**src/rtl/uart_tx_fifo.sv**
```systemverilog
// uart_tx_fifo: 8N1 UART transmitter (LSB first) fed by a small circular FIFO.
// Ports:
//   clk, rst_n    - system clock, synchronous active-low reset
//   tx_data       - byte to queue
//   tx_valid      - tx_data is valid; written when tx_valid && tx_ready
//   tx_ready      - FIFO has a free slot (combinational from the count)
//   uart_tx_pin   - registered serial line, idles high
//   busy          - a frame is on the line or the FIFO holds bytes
//   fifo_count    - queued bytes, excluding the one being shifted
module uart_tx_fifo #(
  parameter int unsigned CLKS_PER_BIT = 868,
  parameter int unsigned FIFO_DEPTH   = 4
) (
  input  logic                          clk,
  input  logic                          rst_n,
  input  logic [7:0]                    tx_data,
  input  logic                          tx_valid,
  output logic                          tx_ready,
  output logic                          uart_tx_pin,
  output logic                          busy,
  output logic [$clog2(FIFO_DEPTH):0]   fifo_count
);

  localparam int unsigned PTR_W = $clog2(FIFO_DEPTH);
  localparam int unsigned CW    = PTR_W + 1;
  localparam int unsigned CNT_W = $clog2(CLKS_PER_BIT);

  typedef enum logic [1:0] {IDLE, START, DATA, STOP} state_e;

  state_e             state_q, state_d;
  logic [CNT_W-1:0]   baud_q, baud_d;
  logic [2:0]         bit_q, bit_d;
  logic [7:0]         shift_q, shift_d;
  logic               pin_q, pin_d;
  logic [PTR_W-1:0]   rd_q, rd_d, wr_q, wr_d;
  logic [CW-1:0]      count_q, count_d;
  logic [7:0]         mem_q [FIFO_DEPTH];

  logic push, pop, baud_tick;

  assign tx_ready    = (count_q != CW'(FIFO_DEPTH));
  assign push        = tx_valid && tx_ready;
  assign baud_tick   = (baud_q == CNT_W'(CLKS_PER_BIT - 1));
  assign uart_tx_pin = pin_q;
  assign busy        = (state_q != IDLE) || (count_q != '0);
  assign fifo_count  = count_q;

  // Frame sequencing; a pop loads the head byte and starts a new frame.
  always_comb begin
    state_d = state_q;
    baud_d  = baud_q + CNT_W'(1);
    bit_d   = bit_q;
    shift_d = shift_q;
    pop     = 1'b0;
    unique case (state_q)
      IDLE: begin
        baud_d = '0;
        if (count_q != '0) begin
          pop     = 1'b1;
          shift_d = mem_q[rd_q];
          state_d = START;
        end
      end
      START: begin
        if (baud_tick) begin
          baud_d  = '0;
          bit_d   = 3'd0;
          state_d = DATA;
        end
      end
      DATA: begin
        if (baud_tick) begin
          baud_d  = '0;
          shift_d = {1'b0, shift_q[7:1]};
          if (bit_q == 3'd7) begin
            state_d = STOP;
          end else begin
            bit_d = bit_q + 3'd1;
          end
        end
      end
      STOP: begin
        if (baud_tick) begin
          baud_d = '0;
          // Back-to-back frames: next start bit follows the last stop cycle.
          if (count_q != '0) begin
            pop     = 1'b1;
            shift_d = mem_q[rd_q];
            state_d = START;
          end else begin
            state_d = IDLE;
          end
        end
      end
      default: state_d = IDLE;
    endcase
  end

  // Pin is derived from the next state so it lines up with the state register.
  always_comb begin
    pin_d = 1'b1;
    unique case (state_d)
      START:   pin_d = 1'b0;
      DATA:    pin_d = shift_d[0];
      default: pin_d = 1'b1;
    endcase
  end

  // FIFO pointer and occupancy bookkeeping.
  always_comb begin
    rd_d    = pop  ? rd_q + PTR_W'(1) : rd_q;
    wr_d    = push ? wr_q + PTR_W'(1) : wr_q;
    count_d = count_q;
    unique case ({push, pop})
      2'b10:   count_d = count_q + CW'(1);
      2'b01:   count_d = count_q - CW'(1);
      default: count_d = count_q;
    endcase
  end

  always_ff @(posedge clk) begin
    if (!rst_n) begin
      state_q <= IDLE;
      baud_q  <= '0;
      bit_q   <= 3'd0;
      shift_q <= 8'h00;
      pin_q   <= 1'b1;
      rd_q    <= '0;
      wr_q    <= '0;
      count_q <= '0;
    end else begin
      state_q <= state_d;
      baud_q  <= baud_d;
      bit_q   <= bit_d;
      shift_q <= shift_d;
      pin_q   <= pin_d;
      rd_q    <= rd_d;
      wr_q    <= wr_d;
      count_q <= count_d;
    end
  end

  // Storage needs no reset; only slots behind a valid count are ever read.
  always_ff @(posedge clk) begin
    if (rst_n && push) begin
      mem_q[wr_q] <= tx_data;
    end
  end

endmodule

```
**config.mk**
```make
export PLATFORM = sky130hd
export DESIGN_NAME = uart_tx_fifo
export DESIGN_NICKNAME = d
export VERILOG_FILES = /design/src/rtl/uart_tx_fifo.sv
export SDC_FILE = /design/constraint.sdc
export NUM_CORES = 1
export LEC_CHECK = 0
export CAP_MARGIN = 20
export CELL_PAD_IN_SITES_DETAIL_PLACEMENT = 1
export CELL_PAD_IN_SITES_GLOBAL_PLACEMENT = 1
export CORE_ASPECT_RATIO = 0.75
export CORE_MARGIN = 3
export CORE_UTILIZATION = 47
export CTS_CLUSTER_DIAMETER = 30
export DETAILED_ROUTE_END_ITERATION = 6
export GPL_ROUTABILITY_DRIVEN = 1
export PLACE_DENSITY_LB_ADDON = 0.1
export SLEW_MARGIN = 5
export SYNTH_ARGS = -nofsm -noshare
export SYNTH_HDL_FRONTEND = slang
export SYNTH_SLANG_ARGS = --single-unit
```
**constraint.sdc**
```tcl
create_clock -name clk -period 3.9 [get_ports clk]
set_input_delay 0.78 -clock clk [delete_from_list [all_inputs] [get_ports clk]]
set_output_delay 0.78 -clock clk [all_outputs]
set_load 0.1 [all_outputs]
```
==> out/metrics.csv, run 1 <==
metric,value,unit
die area,0.00728,mm²
Post-Syn Area per Cell,11.2,µm²
Critical-path top delay cell,o41a_1,
nets,307,
CTS resizes,0,
Final Util,0.566,
worst slew pin tran,1.02,ns
Power Total,2400,µW
core area,0.00595,mm²
"slowest stage delay, CP",0.69,ns
Area Growth Syn to Fin,14.0,%
Max Fanout on Critical Path,10,
DR pass1 iterations,4,
setup slack after layout,0.490,ns
Tcrit/Tclk final,0.874,
sequential share of the synthesized area,0.549,
Total Routing Usage GR,0.192,
dpl hpwl,4.51,mm
Synth top area share,0.325,
GPL Wtd Cong,0.784,
height of the die,74.7,µm
total number of vias,1987,
dpl cells,349,
Via density,5.44,
Crit path max-delay family,simple AND/OR/NAND/NOR gates,
final worst path period need,3.41,ns
Final Skew,0.00615,ns
RSZ-0062 raised after global routing,no,
Crit Path Class,register to register,
synth unique cells,38,
final setup fails,0,
Fin Setup TNS,0,ns
drt wl/cell,17.0,µm
vias in the first global route,2092,
Iter 0 DRT Violations,109,
final hold violations,0,
Post-Place Worst Slack,0.553,ns
status,"complete, no violations",
antenna violations before repair,0,
ys flop type,dfxtp_1,
synth cell count leaders,"33 x dfxtp_1, 33 x nor2_1, 32 x edfxtp_1",
top post-synthesis cells by area,"edfxtp_1 33%, dfxtp_1 22%, mux4_2 6.1%",
Max clock buf depth,2,
clk sinks,65,
DRC,0,
"EDFF count, synth",32,
CTS root buf,clkbuf_8,
global route total overflow,0,
FP Rows,24,
maximum vdd drop,0.460,mV
# port buffers,16,
"FFs w/ async S/R, synth",0,
n_diodes,0,
Post-Syn Area,0.00295,mm²
Chip Width,97.5,µm
worst-path cell chain,ha_1 -> nand4b_1 -> o41a_1 -> nor3_2 -> ha_1 -> inv_1 -> fa_1 -> xor2_1 -> or3_1 -> a21oi_1,
cts hold-fix bufs,0,
post-CTS setup buffer count,0,
CTS Buf Count,9,
Initial Utilization,0.497,
Top-Level Pins,17,
worst path buffer plus inverter count,1,
FILL cells,630,
Max-Cap Viols,0,
Antenna Nets Post-Route,0,
pwr dens,712,mW/mm²
leak pwr,0.00118,µW
post-synth top area cell,edfxtp_1,
yosys warns,0,
Crit path top cell by count,ha_1,
"Req. time, crit path",4.18,ns
final cell count without fillers,365,
CTS clock-pin slew for the worst setup and hold paths,0.08,ns
CP Launch Type,register,
Synth Instances,263,
post-synthesis sequential element count,65,
crit end category,register,
first-pass GRT wire length,10.6,mm
Clock Latency Late Sink,0.35,ns
Min-Delay Path Class,register to register,
fraction of layout cells with a size suffix above 1,0.129,
worst endpoint data arrival time,3.69,ns
pin count of the biggest net entering global routing,16,
slew margin rel.,0.318,
total wire length,6.20,mm
TritonCTS clock tree,yes,
htree depth,3,
Syn Nets,288,
fin. max-slew vios,0,
fmax,0.293,GHz
-- state kept, by name, indices dropped and copies added (netlist names), named ones only --
signal / flops
state_q: 2
shift_q: 8
baud_q: 10
fifo_count: 3
bit_q: 3
uart_tx_pin: 1
wr_q: 2
rd_q: 2
mem_q: 32
-- cell usage in the layout, fill, tap and decap left out, types with 2 or more instances in the layout --
master	n
nor2_1	33
clkdlybuf4s50_1	15
nand2_1	25
xor2_1	5
nor3b_1	2
clkbuf_8	9
inv_6	2
a211oi_1	6
nand3_1	5
inv_1	13
and3_1	5
nor3_1	5
or3_1	5
a21oi_1	24
a2bb2oi_1	2
xnor2_1	8
clkinv_4	3
o21ai_0	6
dfxtp_1	33
mux4_2	8
and2_1	4
buf_4	3
ha_1	13
nor4_1	2
edfxtp_1	32
or2_2	2
-- worst register-to-register path, delay by kind of cell (launching register included) --
| family | cells | cell delay (ns) |
|---|---|---|
| compound gates | 2 | 0.85 |
| xor+xnor | 1 | 0.16 |
| fa+ha+maj | 3 | 0.87 |
| buf+inv | 1 | 0.07 |
| flops | 1 | 0.37 |
| simple gates | 3 | 1.01 |
-- cell type report --
cell class | instances | area (µm²) | share of cell area
Clock inverter | 7 | 62.6 | 0.0186
Multi-Input combinational cell | 175 | 1240 | 0.368
Clock buffer | 9 | 124 | 0.0368
Inverter | 13 | 48.8 | 0.0145
Timing Repair Buffer | 18 | 173 | 0.0513
Sequential cell | 65 | 1620 | 0.482
Tap cell | 78 | 97.6 | 0.0290
-- cells by family (layout without fill, tap and decap cells) --
family | count (synthesis) | after routing | synth area share
mux | 8 | 8 | 0.0610
simple gates | 95 | 95 | 0.162
xor+xnor | 13 | 13 | 0.0385
buf+inv | 23 | 47 | 0.0330
flops | 65 | 65 | 0.549
fa+ha+maj | 14 | 14 | 0.0618
compound gates | 45 | 45 | 0.0949
-- routing by layer --
| layer | vias up | wire (µm) | GRT usage |
|---|---|---|---|
| li1 | 979 | - | - |
| met1 | 967 | 3040 | 0.260 |
| met2 | 33 | 2810 | 0.297 |
| met3 | 8 | 258 | 0.0583 |
| met4 | 0 | 97 | 0.0737 |
| met5 | - | 0 | 0 |
-- through the flow --
step / cell area (µm²) / hold slack (ns)
after floorplan: 2960 / 0.430
after global placement: 3180 / 0.447
after detailed placement: 3180 / 0.451
after CTS: 3370 / 0.466
after global routing: 3370 / 0.494
final: 3370 / 0.463
-- final timing paths --
kind / startpoint / end / slack (ns) / cells after the start
hold / removal: baud_q[0] / baud_q[0] / 0.46 / 1
setup reg to reg: baud_q[0] / fifo_count[2] / 0.49 / 10
hold reg to reg: baud_q[0] / baud_q[0] / 0.46 / 1
setup / recovery: baud_q[0] / fifo_count[2] / 0.49 / 10
-- power by group --
group / internal [µW] / switching [µW] / leakage (µW)
clock network: 242 / 287 / 0.0000923
logic: 354 / 630 / 0.000532
registers: 803 / 80.4 / 0.000559
total: 1400 / 997 / 0.00118
No activity file was read; power rests on OpenSTA's default activity.
==> run 2: changes to the inputs <==
--- a/config.mk
+++ b/config.mk
@@ -9,8 +9,8 @@
 export CELL_PAD_IN_SITES_DETAIL_PLACEMENT = 1
 export CELL_PAD_IN_SITES_GLOBAL_PLACEMENT = 1
 export CORE_ASPECT_RATIO = 0.75
-export CORE_MARGIN = 3
-export CORE_UTILIZATION = 47
+export CORE_MARGIN = 2
+export CORE_UTILIZATION = 43
 export CTS_CLUSTER_DIAMETER = 30
 export DETAILED_ROUTE_END_ITERATION = 6
 export GPL_ROUTABILITY_DRIVEN = 1
==> constraint.sdc (replaced) <==
create_clock -name clk -period 2.9 [get_ports clk]
set_input_delay 0.58 -clock clk [delete_from_list [all_inputs] [get_ports clk]]
set_output_delay 0.58 -clock clk [all_outputs]
set_load 0.1 [all_outputs]
==> run 2 against run 1 <==
  * Wire length up 1.2%
  * Cell count up 4.1%
  * Combinational power up 46%
  * Sequential share of layout area down 1.5 points
  * Clock-buffer cell count up 3
  * Critical path depth down 1
==> out/metrics.csv, run 2 (synthesis results as in run 1) <==
metric,value,unit
Crit path depth,9,
Placed Area,0.00326,mm²
Crit Path Class,register to register,
Flop pwr share,0.343,
drt wl/cell,16.5,µm
first-pass GRT wire length,10.4,mm
nets,316,
RSZ-0062 raised after global routing,no,
combinational share of power,0.421,
CTS Buf Count,9,
Sw Share,0.381,
height of the die,75.8,µm
Reg2Reg Setup Slack,0.20,ns
final setup fails,0,
clk sinks,65,
final worst path period need,2.70,ns
clock share of power,0.237,
max reg flops,32,
"slowest stage delay, CP",0.45,ns
crit end category,register,
fin. max-slew vios,0,
Internal Power,2110,µW
fmax,0.370,GHz
final hold violations,0,
FILL cells,731,
CTS clock-pin slew for the worst setup and hold paths,0.06,ns
DR pass1 iterations,4,
status,"complete, no violations",
CP Launch Type,register,
vias in the first global route,1938,
Area Growth Syn to Fin,17.9,%
dpl hpwl,4.46,mm
Final Skew,0.00773,ns
Iter 0 DRT Violations,86,
total number of vias,1982,
Total Routing Usage GR,0.185,
Max clock buf depth,2,
worst path buffer plus inverter count,1,
Largest Register,mem_q,
Antenna Nets Post-Route,0,
pwr dens,982,mW/mm²
"most common cell after layout, fill and taps aside",nor2_1,
DRC,0,
Min-Delay Path Class,register to register,
Top-Level Pins,17,
Fin Hold WS,0.470,ns
"Req. time, crit path",3.16,ns
GPL Wtd Cong,0.786,
global route total overflow,0,
CTS root buf,clkbuf_8,
Tcrit/Tclk final,0.932,
TritonCTS clock tree,yes,
Final Cell Area,0.00348,mm²
Critical-path top delay cell,o41a_1,
Clock Latency Late Sink,0.34,ns
total wire length,6.28,mm
P_sw,1300,µW
Crit path top cell by count,or3_1,
pin count of the biggest net entering global routing,16,
n_diodes,0,
Fin Setup TNS,0,ns
worst-path cell chain,or3_1 -> o41a_1 -> nor3_4 -> ha_2 -> inv_1 -> fa_1 -> xor2_1 -> or3_1 -> a21oi_1,
Crit path max-delay family,simple AND/OR/NAND/NOR gates,
leak pwr,0.00124,µW
FP Rows,26,
slew margin rel.,0.656,
Via density,5.22,
worst endpoint data arrival time,2.96,ns
Max-Cap Viols,0,
Max Fanout on Critical Path,4,
Initial Utilization,0.439,
antenna violations before repair,0,
worst reg2reg path depth,9,
cts hold-fix bufs,0,
Hold Crit Depth,1,
biggest regs,"mem_q x32, baud_q x10, shift_q x8",
Chip Width,99.7,µm
# port buffers,16,
die area,0.00756,mm²
maximum vdd drop,0.829,mV
fraction of layout cells with a size suffix above 1,0.176,
core area,0.00673,mm²
htree depth,3,
most frequent cells in the layout,"33 x nor2_1, 32 x edfxtp_1, 30 x dfxtp_1",
worst slew pin tran,0.510,ns
[run 2: layout make-up]
type	instances	area (µm²)	share of cell area
flip-flops and latches	65	1630	0.467
multi-input cells	175	1260	0.361
repair buffers	27	240	0.0690
clock buffers	12	135	0.0388
well taps	84	105	0.0302
clock inverters	4	68.8	0.0198
inverters	13	48.8	0.0140
[run 2: worst register-to-register path, stage by stage (launching register included)]
cell and delay, ns:
dfxtp_1 0.35, or3_1 0.41, o41a_1 0.45, nor3_4 0.17, ha_2 0.21, inv_1 0.05, fa_1 0.37, xor2_1 0.16
or3_1 0.31, a21oi_1 0.15
[run 2: per-layer routing]
metal / track usage / up-vias / share of wire
met1: 0.272 / 954 / 0.54
met5: 0 / - / 0
li1: - / 998 / -
met3: 0.0606 / 7 / 0.028
met4: 0.0502 / 0 / 0.011
met2: 0.263 / 23 / 0.42
[run 2: path summary, 6_finish.rpt]
| check | start | end |
|---|---|---|
| worst min register to register | baud_q[0] | baud_q[0] |
| worst max register to register | baud_q[3] | fifo_count[2] |
| worst max-delay path | baud_q[3] | fifo_count[2] |
| worst min-delay path | baud_q[0] | baud_q[0] |
[run 2: power groups by stage]
| stage | Combinational (µW) | Clock [µW] | Sequential, µW |
|---|---|---|---|
| after floorplan | 914 | 0 | 1310 |
| after global placement | 1390 | 0 | 1180 |
| after detailed placement | 1410 | 0 | 1190 |
| after CTS | 1420 | 829 | 1170 |
| after global routing | 1590 | 875 | 1180 |
| final | 1440 | 809 | 1170 |
[run 2: what timing repair did]
action	in CTS	in global routing
setup buffers	0	1
gates resized for setup	0	3
endpoints found under the setup margin	0	1
[run 2: metrics by stage]
stage | setup slack, ns | util | power [µW] | std cells
floorplan | 0.0362 | - | 2230 | 263
global placement | 0.223 | 0.484 | 2580 | 363
detailed placement | 0.0861 | 0.484 | 2600 | 363
CTS | 0.0346 | 0.514 | 3420 | 379
global route | 0.0190 | 0.517 | 3650 | 380
finish | 0.197 | 0.517 | 3420 | 380
==> run 3: changes to the inputs <==
--- a/config.mk
+++ b/config.mk
@@ -15,6 +15,7 @@
 export DETAILED_ROUTE_END_ITERATION = 6
 export GPL_ROUTABILITY_DRIVEN = 1
 export PLACE_DENSITY_LB_ADDON = 0.1
+export SETUP_SLACK_MARGIN = 0.05
 export SLEW_MARGIN = 5
 export SYNTH_ARGS = -nofsm -noshare
 export SYNTH_HDL_FRONTEND = slang
==> run 3 against run 2 <==
  * Wire length decreased by 2.7%
  * Clock skew is 0.0054 ns higher
  * Die area unchanged
  * Hold slack lost 0.0023 ns
  * Largest power group unchanged
==> out/metrics.csv, run 3 (synthesis results as in run 1) <==
metric,value,unit
Hold Crit Start,baud_q[0],
slew margin rel.,0.652,
die area,0.00756,mm²
Crit path max-delay family,adder cells,
Fin Setup TNS,0,ns
Iter 0 DRT Violations,69,
pin count of the biggest net entering global routing,16,
Min-Delay Path Class,register to register,
Initial Utilization,0.439,
Hold Crit Depth,1,
DRC,0,
fraction of layout cells with a size suffix above 1,0.196,
Crit Path Class,register to register,
TritonCTS clock tree,yes,
Via density,5.32,
"Req. time, crit path",3.15,ns
antenna violations before repair,0,
Total Routing Usage GR,0.178,
Max clock buf depth,2,
total number of vias,2020,
"most common cell after layout, fill and taps aside",nor2_1,
Min-Delay Endpoint,baud_q[0],
dpl hpwl,4.34,mm
clk sinks,65,
worst path buffer plus inverter count,2,
worst reg2reg path depth,10,
final worst path period need,2.67,ns
htree depth,3,
# port buffers,16,
final hold violations,0,
first-pass GRT wire length,10.2,mm
vias in the first global route,1973,
global route total overflow,0,
Area Growth Syn to Fin,17.7,%
nets,316,
CTS Buf Count,9,
drt wl/cell,16.1,µm
Reg2Reg Setup Slack,0.23,ns
Chip Width,99.7,µm
fmax,0.374,GHz
worst slew pin tran,0.522,ns
R2R Path Start,state_q[1],
CTS root buf,clkbuf_8,
GRT met2 Usage,0.268,
biggest regs,"mem_q x32, baud_q x10, shift_q x8",
cts hold-fix bufs,0,
"slowest stage delay, CP",0.48,ns
Largest Register,mem_q,
crit end category,register,
status,"complete, no violations",
M3 GR Usage,0.0486,
Antenna Nets Post-Route,0,
fin. max-slew vios,0,
pwr dens,960,mW/mm²
RSZ-0062 raised after global routing,no,
grt peak-use layer,met2,
Clock Latency Late Sink,0.34,ns
DR pass1 iterations,4,
CP Launch Type,register,
Crit path depth,10,
worst endpoint data arrival time,2.93,ns
Final Skew,0.0131,ns
max reg flops,32,
worst-path cell chain,ha_1 -> inv_1 -> o41a_1 -> nor3_4 -> ha_2 -> inv_1 -> fa_1 -> xor2_1 -> or3_1 -> a21oi_1,
met1 GRT Util,0.252,
height of the die,75.8,µm
Top-Level Pins,17,
FP Rows,26,
CP startpoint,state_q[1],
GPL Wtd Cong,0.805,
maximum vdd drop,0.822,mV
n_diodes,0,
CTS clock-pin slew for the worst setup and hold paths,0.08,ns
Crit path top cell by count,inv_1,
worst r2r dst,fifo_count[2],
Critical-path top delay cell,o41a_1,
Max-Cap Viols,0,
Post-Place Worst Slack,0.140,ns
FILL cells,734,
core area,0.00673,mm²
Tcrit/Tclk final,0.921,
total wire length,6.11,mm
setup slack after layout,0.228,ns
Max Fanout on Critical Path,6,
final setup fails,0,
leak pwr,0.00124,µW
most frequent cells in the layout,"33 x nor2_1, 32 x edfxtp_1, 29 x dfxtp_1",
## run 3: repair_timing
| item | CTS | global route |
|---|---|---|
| resized for setup | 0 | 3 |
| endpoints found under the setup margin | 0 | 1 |
| buffers inserted | 0 | 1 |
| hold endpoints to repair | 0 | 0 |
## run 3: report_power, final
part | internal (µW) | switching, µW | leakage (µW)
Combinational | 526 | 880 | 0.000579
Sequential | 1080 | 90.2 | 0.000561
Clock | 397 | 362 | 0.0000994
Total | 2010 | 1330 | 0.00124
## run 3: through the flow
| stage | utilization | hold slack [ns] | cells | total power [µW] | cell area, µm² |
|---|---|---|---|---|---|
| floorplan | - | 0.430 | 263 | 2250 | 2980 |
| global placement | 0.484 | 0.446 | 363 | 2550 | 3260 |
| detailed placement | 0.484 | 0.460 | 363 | 2580 | 3260 |
| CTS | 0.513 | 0.476 | 379 | 3360 | 3450 |
| global route | 0.516 | 0.498 | 380 | 3560 | 3480 |
| finish | 0.516 | 0.467 | 380 | 3340 | 3480 |
## run 3: layout make-up
| type | count | area, µm² | share of cell area |
|---|---|---|---|
| timing repair buffer | 27 | 228 | 0.0655 |
| clock inverter | 7 | 70.1 | 0.0202 |
| clock buffer | 9 | 124 | 0.0356 |
| tap | 84 | 105 | 0.0302 |
| sequential | 65 | 1630 | 0.468 |
| multi-input combinational | 175 | 1270 | 0.366 |
| inverter | 13 | 48.8 | 0.0140 |
## run 3: layer usage
layer	share of wire	vias to the layer above
li1	-	993
met1	0.52	997
met2	0.44	21
met3	0.027	9
met4	0.012	0
met5	0	-
## run 3: how the worst max path moves through the flow
stage	end	slack, ns
global route	fifo_count[2]	0.06
CTS	fifo_count[2]	0.11
finish	fifo_count[2]	0.23
detailed placement	fifo_count[2]	0.14
global placement	fifo_count[2]	0.19
floorplan	fifo_count[2]	0.08
